`config.mk`:
```
export PLATFORM = sky130hd
export DESIGN_NAME = ar_qos_arbiter
export DESIGN_NICKNAME = d
export VERILOG_FILES = /design/src/rtl/ar_arb_pkg.sv /design/src/rtl/ar_qos_arbiter_picker.sv /design/src/rtl/ar_qos_arbiter.sv
export SDC_FILE = /design/constraint.sdc
export NUM_CORES = 1
export LEC_CHECK = 0
export ABC_CLOCK_PERIOD_IN_PS = 9270
export CAP_MARGIN = 20
export CELL_PAD_IN_SITES_DETAIL_PLACEMENT = 2
export CELL_PAD_IN_SITES_GLOBAL_PLACEMENT = 2
export CORE_MARGIN = 3
export CORE_UTILIZATION = 26
export DETAILED_ROUTE_END_ITERATION = 16
export PLACE_DENSITY = 0.81
export SLEW_MARGIN = 20
export SYNTH_ARGS = -nofsm -noshare
export SYNTH_HDL_FRONTEND = slang
export SYNTH_HIERARCHICAL = 1
export SYNTH_SLANG_ARGS = --single-unit
```
`constraint.sdc`:
```
create_clock -name clk -period 9.27 [get_ports clk]
set_input_delay 1.3905 -clock clk [delete_from_list [all_inputs] [get_ports clk]]
set_output_delay 1.3905 -clock clk [all_outputs]
set_load 0.03 [all_outputs]
```
`src/rtl/ar_arb_pkg.sv`:
```
// ---------------------------------------------------------------------------
// ar_arb_pkg
// Shared constants, types and helpers for the QoS read-request arbiter.
//   QOS_W_DEF   : default AXI QoS field width
//   WAIT_W      : width of each per-source anti-starvation wait counter
//   REQ_W_DEF   : default width of the opaque packed read request
//   NUM_SRC_DEF : default number of requesters
//   ar_slot_t   : output slot layout {req, qos, src} for the default build
//   mod_inc()   : increment modulo n with an explicit wrap, so it is also
//                 correct when n is not a power of two
// ---------------------------------------------------------------------------
package ar_arb_pkg;

  localparam int QOS_W_DEF   = 4;
  localparam int WAIT_W      = 8;
  localparam int REQ_W_DEF   = 53;
  localparam int NUM_SRC_DEF = 4;
  localparam int SRC_W_DEF   = $clog2(NUM_SRC_DEF);

  typedef struct packed {
    logic [REQ_W_DEF-1:0] req;
    logic [QOS_W_DEF-1:0] qos;
    logic [SRC_W_DEF-1:0] src;
  } ar_slot_t;

  function automatic int unsigned mod_inc(input int unsigned idx,
                                          input int unsigned n);
    return ((idx + 1) >= n) ? 0 : (idx + 1);
  endfunction

endpackage

```
`src/rtl/ar_qos_arbiter_picker.sv`:
```
// ---------------------------------------------------------------------------
// rr_prio_picker
// Combinational priority picker with round-robin tie-break.
// Picks the valid source with the highest priority; among equal priorities
// the first one met when searching upward from rr_ptr_i (wrapping) wins.
//   valid_i     : per-source valid
//   prio_i      : per-source priority, source i at [i*PRIO_W +: PRIO_W]
//   rr_ptr_i    : index where the tie-break search starts
//   winner_o    : selected source index (0 when nothing is valid)
//   any_valid_o : at least one source is valid
// ---------------------------------------------------------------------------
module rr_prio_picker #(
  parameter  int NUM_SRC = 4,
  parameter  int PRIO_W  = 5,
  localparam int SRC_W   = $clog2(NUM_SRC)
) (
  input  logic [NUM_SRC-1:0]        valid_i,
  input  logic [NUM_SRC*PRIO_W-1:0] prio_i,
  input  logic [SRC_W-1:0]          rr_ptr_i,
  output logic [SRC_W-1:0]          winner_o,
  output logic                      any_valid_o
);

  logic [PRIO_W-1:0] prio_arr [NUM_SRC];
  logic [PRIO_W-1:0] best_prio;
  logic [SRC_W:0]    idx_ext;
  logic [SRC_W-1:0]  idx;

  for (genvar g = 0; g < NUM_SRC; g++) begin : g_unpack
    assign prio_arr[g] = prio_i[g*PRIO_W +: PRIO_W];
  end

  // Visiting sources in rotated order and replacing the candidate only on a
  // strictly greater priority makes the earliest-visited source win ties.
  always_comb begin
    winner_o    = '0;
    any_valid_o = 1'b0;
    best_prio   = '0;
    idx_ext     = '0;
    idx         = '0;
    for (int k = 0; k < NUM_SRC; k++) begin
      idx_ext = {1'b0, rr_ptr_i} + (SRC_W+1)'(k);
      if (idx_ext >= (SRC_W+1)'(NUM_SRC)) begin
        idx_ext = idx_ext - (SRC_W+1)'(NUM_SRC);
      end
      idx = idx_ext[SRC_W-1:0];
      if (valid_i[idx] && (!any_valid_o || (prio_arr[idx] > best_prio))) begin
        any_valid_o = 1'b1;
        best_prio   = prio_arr[idx];
        winner_o    = idx;
      end
    end
  end

endmodule

```
`src/rtl/ar_qos_arbiter.sv`:
```
// ---------------------------------------------------------------------------
// ar_qos_arbiter
// Shares the single read-request path into the ID remapping unit among
// NUM_SRC request buffers. Each cycle one requester is picked by AXI QoS,
// with round-robin tie-break and age-based promotion of starved sources.
// The winner is registered into a one-entry output slot together with its
// source index, so response routing can later find its way back.
//   clk, rst  : clock, asynchronous active-high reset
//   in_valid  : per-source request valid
//   in_ready  : per-source accept, at most one bit high (combinational)
//   in_req    : per-source request, source i at [i*REQ_W +: REQ_W]
//   in_qos    : per-source QoS,     source i at [i*QOS_W +: QOS_W]
//   out_valid : output slot holds a request
//   out_ready : downstream accept
//   out_req   : granted request
//   out_qos   : granted QoS
//   out_src   : granted source index
// ---------------------------------------------------------------------------
module ar_qos_arbiter
  import ar_arb_pkg::*;
#(
  parameter  int NUM_SRC      = NUM_SRC_DEF,
  parameter  int REQ_W        = REQ_W_DEF,
  parameter  int QOS_W        = QOS_W_DEF,
  parameter  int STARVE_LIMIT = 8,
  localparam int SRC_W        = $clog2(NUM_SRC)
) (
  input  logic                     clk,
  input  logic                     rst,
  input  logic [NUM_SRC-1:0]       in_valid,
  output logic [NUM_SRC-1:0]       in_ready,
  input  logic [NUM_SRC*REQ_W-1:0] in_req,
  input  logic [NUM_SRC*QOS_W-1:0] in_qos,
  output logic                     out_valid,
  input  logic                     out_ready,
  output logic [REQ_W-1:0]         out_req,
  output logic [QOS_W-1:0]         out_qos,
  output logic [SRC_W-1:0]         out_src
);

  localparam int PRIO_W = QOS_W + 1;

  typedef struct packed {
    logic [REQ_W-1:0] req;
    logic [QOS_W-1:0] qos;
    logic [SRC_W-1:0] src;
  } slot_t;

  function automatic logic [WAIT_W-1:0] sat_inc(input logic [WAIT_W-1:0] v);
    return (v == '1) ? v : v + 1'b1;
  endfunction

  slot_t                slot_q, slot_d;
  logic                 out_valid_q, out_valid_d;
  logic [SRC_W-1:0]     rr_ptr_q, rr_ptr_d;
  logic [WAIT_W-1:0]    wait_q [NUM_SRC];
  logic [WAIT_W-1:0]    wait_d [NUM_SRC];

  logic [REQ_W-1:0]          req_arr [NUM_SRC];
  logic [QOS_W-1:0]          qos_arr [NUM_SRC];
  logic [NUM_SRC*PRIO_W-1:0] prio_vec;
  logic [SRC_W-1:0]          winner;
  logic                      any_valid;
  logic                      slot_free;
  logic                      grant;

  // Effective priority {starved, qos}: a starved source outranks every
  // non-starved one, and QoS still orders sources within each class.
  for (genvar g = 0; g < NUM_SRC; g++) begin : g_src
    assign req_arr[g] = in_req[g*REQ_W +: REQ_W];
    assign qos_arr[g] = in_qos[g*QOS_W +: QOS_W];
    assign prio_vec[g*PRIO_W +: PRIO_W] =
      {(wait_q[g] >= WAIT_W'(STARVE_LIMIT)), qos_arr[g]};

    // Age only while waiting; a grant or a dropped valid restarts the count.
    // Backpressure does not stop aging.
    always_comb begin
      wait_d[g] = '0;
      if (in_valid[g] && !(grant && (winner == SRC_W'(g)))) begin
        wait_d[g] = sat_inc(wait_q[g]);
      end
    end
  end

  rr_prio_picker #(
    .NUM_SRC (NUM_SRC),
    .PRIO_W  (PRIO_W)
  ) u_picker (
    .valid_i     (in_valid),
    .prio_i      (prio_vec),
    .rr_ptr_i    (rr_ptr_q),
    .winner_o    (winner),
    .any_valid_o (any_valid)
  );

  // The slot can take a new request when empty or when it drains this cycle.
  assign slot_free = !out_valid_q || out_ready;
  assign grant     = slot_free && any_valid;

  always_comb begin
    slot_d      = slot_q;
    out_valid_d = out_valid_q;
    rr_ptr_d    = rr_ptr_q;
    in_ready    = '0;
    if (grant) begin
      in_ready[winner] = 1'b1;
      slot_d.req       = req_arr[winner];
      slot_d.qos       = qos_arr[winner];
      slot_d.src       = winner;
      out_valid_d      = 1'b1;
      rr_ptr_d         = SRC_W'(mod_inc(32'(winner), NUM_SRC));
    end else if (out_ready) begin
      // Drain with nothing to replace it; data registers hold.
      out_valid_d = 1'b0;
    end
  end

  // Output slot / arbitration state boundary
  always_ff @(posedge clk or posedge rst) begin
    if (rst) begin
      slot_q      <= '0;
      out_valid_q <= 1'b0;
      rr_ptr_q    <= '0;
      for (int i = 0; i < NUM_SRC; i++) begin
        wait_q[i] <= '0;
      end
    end else begin
      slot_q      <= slot_d;
      out_valid_q <= out_valid_d;
      rr_ptr_q    <= rr_ptr_d;
      for (int i = 0; i < NUM_SRC; i++) begin
        wait_q[i] <= wait_d[i];
      end
    end
  end

  assign out_valid = out_valid_q;
  assign out_req   = slot_q.req;
  assign out_qos   = slot_q.qos;
  assign out_src   = slot_q.src;

endmodule

```
## Word-level counts from Yosys, hierarchy flattened

Index checks and enable logic that the tools add are counted.

| storage, ports and cells | value |
|---|---|
| flip-flop bits (word level) | 94 |
| bits of input ports | 235 |
| word-level logic and storage cells | 142 |

| cells by class | value |
|---|---|
| $add $sub $neg | 12 |
| $lt $le $gt $ge | 23 |
| equality and inequality tests | 11 |
| multiplexer cells | 55 |
| bitwise operators | 5 |
| reductions and logical operators | 27 |

Operators with widths:

| kind | number |
|---|---|
| 53-bit binary-select mux with 2-bit select | 1 |
| 53-bit 2-to-1 mux | 2 |
| 8-bit 2-to-1 mux | 8 |
| 5-bit 2-to-1 mux | 11 |
| 5-bit binary-select mux with 2-bit select | 4 |
| 8-bit by 1-bit adder with 8-bit output (second input constant) | 4 |
| 8-bit == test (second input constant) | 4 |
| 8-bit by 4-bit >= comparator with 1-bit output (second input constant) | 4 |
| 3-bit >= comparator (second input constant) | 9 |
| 2-bit 2-to-1 mux | 9 |
| 5-bit greater-than comparator | 3 |
| 2-bit by 3-bit < comparator with 1-bit output (second input constant) | 5 |
| 2-bit NOT with 3-bit output | 5 |
| 1-bit logical AND | 13 |
| 4-bit 2-to-1 mux | 3 |
| 1-bit 2-to-1 mux | 11 |
| 1-bit binary-select mux with 2-bit select | 4 |
| 4-bit binary-select mux with 2-bit select | 1 |
| 1-bit logical NOT | 8 |
| 2-bit inequality test (second input constant) | 4 |
| 2-bit by 1-bit subtractor with 2-bit output (second input constant) | 4 |
| 2-bit by 1-bit adder with 3-bit output (second input constant) | 2 |
| 2-bit by 2-bit adder with 3-bit output (second input constant) | 2 |
| 2-bit == test (second input constant) | 2 |
| other kinds (7) | 10 |

## Longest topological paths before layout

| depth | value |
|---|---|
| depth after elaboration | 24 |
| depth in mapped cells | 38 |

## Cells and area by module

The synthesis kept the hierarchy.

By module, submodules not included:

| module | instances | cells an instance | area each (µm²) | seq. area each (µm²) |
|---|---|---|---|---|
| ar_qos_arbiter | 1 | 428 | 5599.1 | 2352.3 |
| rr_prio_picker | 1 | 178 | 1288.7 | 0.0 |

## Worst setup path after synthesis

No wires, ideal clock.

| timing | value |
|---|---|
| path type | in2out |
| start point | input port in_valid[0] |
| end point | output port in_ready[0] |
| data arrival time | 7.075 ns |
| required time | 7.879 ns |
| slack | 0.805 ns |
| cell stages on the path | 30 |
| cells stage by stage | buf_2 mux2_4 o21a_1 o211ai_1 ha_1 a21o_1 a21oi_1 a32oi_1 o21ai_0 o22a_1 ha_1 a21o_1 a21oi_1 a32oi_1 o22ai_1 buf_2 nor2_1 a21o_1 ha_1 o21ai_0 a21oi_1 o31a_1 o21a_2 o31ai_1 buf_2 buf_1 inv_1 ha_1 inv_1 nor2_1 |

| between the ends | value |
|---|---|
| word-level cells in the longest chain between the ends | 20 |
| elaborated cells on any way between the ends | 38 |
| those cells by class | order compare (5); mux (22); reduce/logical (11) |

RTL lines:

| what | line | RTL |
|---|---|---|
| start, declared | ar_qos_arbiter.sv:30 | `input logic [NUM_SRC-1:0] in_valid,` |
| 1-bit binary-select mux with 2-bit select | ar_qos_arbiter_picker.sv:47 | `if (valid_i[idx] && (!any_valid_o \|\| (prio_arr[idx] > best_prio))) begin` |
| 1-bit 2-to-1 mux (not written as such) | ar_qos_arbiter_picker.sv:47 |  |
| 5-bit 2-to-1 mux / 1-bit 2-to-1 mux (equally long branches) | ar_qos_arbiter_picker.sv:47 |  |
| 5-bit greater-than comparator / 1-bit logical NOT (equally long branches) | ar_qos_arbiter_picker.sv:47 |  |
| 1-bit logical OR | ar_qos_arbiter_picker.sv:47 |  |
| 1-bit logical AND | ar_qos_arbiter_picker.sv:47 |  |
| 5-bit 2-to-1 mux / 1-bit 2-to-1 mux (equally long branches) | ar_qos_arbiter_picker.sv:47 |  |
| 5-bit greater-than comparator / 1-bit logical NOT (equally long branches) | ar_qos_arbiter_picker.sv:47 |  |
| (+5 left out) | n/a |  |
| 1-bit logical AND | ar_qos_arbiter_picker.sv:47 |  |
| 2-bit 2-to-1 mux * | ar_qos_arbiter_picker.sv:47 |  |
| net winner[1] | ar_qos_arbiter.sv:62 | `logic [SRC_W-1:0] winner;` |
| 2-bit by 3-bit < comparator with 1-bit output (not written as such) / 2-bit by 1-bit >= comparator with 1-bit output (equally long branches) | ar_qos_arbiter.sv:106 | `in_ready[winner] = 1'b1;` |
| 1-bit logical AND (not written as such) | ar_qos_arbiter.sv:106 |  |
| 1-bit 2-to-1 mux (not written as such) | ar_qos_arbiter.sv:106 |  |
| 1-bit demux with 2-bit select * | ar_qos_arbiter.sv:106 |  |
| 4-bit 2-to-1 mux * | ar_qos_arbiter.sv:105 | `if (grant) begin` |
| end, declared | ar_qos_arbiter.sv:31 | `output logic [NUM_SRC-1:0] in_ready,` |

The timed path passes the listed nets; every way through them passes the cells marked *. The select of a mux whose other input is x is not followed.

## Final worst setup path

| timing | value |
|---|---|
| start point | input port in_valid[1] |
| end point | output port in_ready[3] |

The elaborated chain is that of the path after synthesis.

==> impl_metrics.csv <==
group,metric,value,unit
sta,slew_viol_final,0,
global_routing,grt_pass1_wl,44.4,mm
die,dieArea,28500,sq um
drt,vias,6368,
power,total_power,5.29,mW
die,io_pins,299,
sta,setup_tns,0,ns
synth,synth_top_area_share,34.2,%
run,maxCapViolCount,0,
power,leakage,4.11,nW
worst_setup_path,crit_start,"in_valid[1]",
placement,port_buffers,298,
sta,period_share,95.4,%
synth,avgSynthCellArea,11.4,sq um
drt,first_pass_iters,4,
worst_setup_path,critical_path_buf_inv_count,3,
drt,viasPerCell,5.20,
sta,slew_headroom,35.5,%
synth,ys.flop_type,"dfrtp_1",
synth,async_flop_share,100,%
worst_setup_path,path_max_fanout,11,
clock_tree,holdBufCountCts,0,
drt,ant_nets,0,
min_path,hp-start,"out_req[24]",
synth,synth_area_leaders,"dfrtp_1 (34%), mux4_2 (19%), mux2_2 (10%)",
synth,syn_inst,606,
worst_setup_path,critPathMaxStageDelay,0.49,ns
worst_setup_path,reg2reg_from,"rr_ptr_q[1]",
drt,post_drt_wl_per_cell,24.6,um
worst_setup_path,worstSetupEndpointType,"output port",
worst_setup_path,cp.depth,30,
placement,place_ws,0.214,ns
sta,setup_viol,0,
power,ir_drop,0.471,mV
clock_tree,cts.clk_slew.worst_paths,0.07,ns
clock_tree,cts_root_buffer,"clkbuf_16",
sta,skew,0.0161,ns
synth,synthesis.area,6890,sq um
power,power-per-cell-area,504,nW/um^2
sta,hold_viol_final,0,
placement,dp_cells,1203,
status,status,"finished, final reports clean",
final_layout,nFillCells,2677,
final_layout,area_growth,52.4,%
sta,maxClockFrequency,113,MHz
global_routing,grt_overflow,0,
die,start_util,26.9,%
clock_tree,clock_sinks,94,
clock_tree,cts_max_level,3,
synth,yosysUniqueCellTypes,59,
sta,min_period,8.84,ns
drt,drt-total-wl,30.1,mm
final_layout,multi_input_area,4220,sq um
global_routing,grt_use_total,20.4,%
global_routing,antenna_found_initial,4,
final_layout,post-route-util,41.0,%
worst_setup_path,crit_family,"compound AO/OA/AOI/OAI gates",
synth,seq_area_frac_synth,34.2,%
placement,postPlaceCellArea,10200,sq um
worst_setup_path,required,7.88,ns
die,core.rowCount,58,
worst_setup_path,worstSetupPathType,"primary input to output port",
drt,initialDrtViolationCount,276,
global_routing,grt_pass1_vias,7089,
final_layout,drive_gt1_share,19.3,%
clock_tree,clock_path_buffers,2,
drt,post-route-drc-count,0,
min_path,hp-class,"flop to flop",
clock_tree,cts_tree,"done",
global_routing,grt_max_degree,65,
sta,hold_ws,0.512,ns
die,coreArea,25600,sq um
synth,synth_edf_count,0,
sta,setup_slack,0.425,ns
synth,yosys_warnings,6,
clock_tree,clk_latency,0.36,ns
worst_setup_path,crit_end,"in_ready[3]",
synth,synthesis.nets,868,
synth,synth_area_leader_cell,"dfrtp_1",
final_layout,stdcell_count,1224,
die,dieWidth,169,um
placement,gp_congestion,0.835,
sta,tightest_slew,0.968,ns
die,die_y,169,um
worst_setup_path,crit_path_start_kind,"primary input",
worst_setup_path,crit_arrival,7.45,ns
placement,hpwl,24.3,mm
final_layout,final_area,10500,sq um
synth,ys_ff_latch,94,
worst_setup_path,rr_endpoint,"out_req[34]",
worst_setup_path,r2r_setup_slack,1.26,ns
worst_setup_path,crit_top_cell,"ha_1",
worst_setup_path,r2r_cells,29,
clock_tree,cts_buffers,9,
final_layout,regArea,2350,sq um
final_layout,final_nets,1147,
worst_setup_path,crit_slowest_cell,"a221o_4",
## per-layer routing
layer	vias to the layer above	routed length [um]	GRT usage (%)
li1	2909	-	-
met1	3277	12200	24.6
met2	161	16000	37.4
met3	19	1530	4.53
met4	2	386	4.16
met5	-	13	0
## worst min path at each step
| stage | slack, ns | end | depth (start not counted) |
|---|---|---|---|
| 2_1_floorplan | 0.50 | rr_ptr_q[0] | 2 |
| 3_3_place_gp | 0.49 | out_req[9] | 1 |
| 3_5_place_dp | 0.49 | out_qos[1] | 1 |
| 4_1_cts | 0.51 | out_req[0] | 1 |
| 5_1_grt | 0.52 | out_req[51] | 1 |
| 6_report | 0.51 | out_req[24] | 1 |
## layout make-up
type	instances	share of cell area, %
clock buffers	9	2.15
clock inverters	7	0.739
well taps	330	3.93
repair buffers	312	29.3
flip-flops and latches	94	22.4
inverters	32	1.17
diodes	4	0.0954
multi-input cells	436	40.2
## Yosys cell counts, types with 2 or more instances
cell type / count
and4b_1: 3
o31ai_1: 5
nor2b_1: 9
a32oi_1: 2
or3_1: 2
buf_4: 4
o22a_1: 5
o21ai_1: 2
inv_1: 32
o32ai_1: 2
a211o_1: 5
nor4_1: 5
nand2b_1: 3
o21a_1: 2
mux2_2: 64
a21oi_1: 28
and4_1: 7
a21bo_2: 2
o21ai_0: 24
buf_6: 3
nor3b_1: 4
mux4_2: 57
or4_1: 2
nor2_1: 24
nand4_1: 7
ha_1: 27
o22ai_1: 3
nand3_1: 16
buf_2: 18
a211oi_1: 12
nor3_1: 21
dfrtp_1: 94
nand2_1: 23
clkbuf_1: 15
o211ai_1: 9
a21o_1: 6
and3_1: 9
mux2i_1: 22
a41oi_1: 2
a31oi_1: 7
## state kept, by name (all words and copies together) (netlist names)
register / flops
rr_ptr_q: 2
out_src: 2
out_valid: 1
out_qos: 4
out_req: 53
wait_q: 32
## where the power goes
group          switching [mW]  leakage [nW]  internal [mW]
combinational            2.09          2.80           2.08
sequential              0.141          1.16          0.595
clock                   0.187         0.144          0.191
## placed cells by master, fill, tap and decap left out, types with 12 or more instances in the layout
| cell type | n |
|---|---|
| ha_1 | 27 |
| clkdlybuf4s50_1 | 294 |
| mux4_2 | 57 |
| buf_4 | 18 |
| nor3_1 | 21 |
| mux2_2 | 64 |
| inv_1 | 31 |
| o21ai_0 | 23 |
| dfrtp_1 | 93 |
| nand3_1 | 16 |
| a21oi_1 | 28 |
| mux2i_1 | 21 |
| nor2_1 | 24 |
| nand2_1 | 23 |
| a211oi_1 | 12 |
## timing repair
item                       CTS  global route
gates resized for setup      0             7
setup endpoints to repair    0            43
buffers inserted             0             1
## worst register-to-register path, delay by kind of cell, from the launching register on
family	cells	cell delay, ns
compound gates	15	2.64
mux	3	1.35
buf+inv	3	1.32
flops	1	0.95
fa+ha+maj	3	0.90
simple gates	5	0.73
## cells by family (layout without fill, tap and decap cells)
logic type	after synthesis	count (layout)	synth area share, %
buffers and inverters	76	360	5.43
AO/OA/AOI/OAI	126	126	12.2
other	0	4	0
adder cells (fa/ha/maj)	27	27	4.90
AND/OR/NAND/NOR	139	139	10.8
multiplexers	144	144	32.5
flip-flops	94	94	34.2
(Power assumes the default switching activity.)
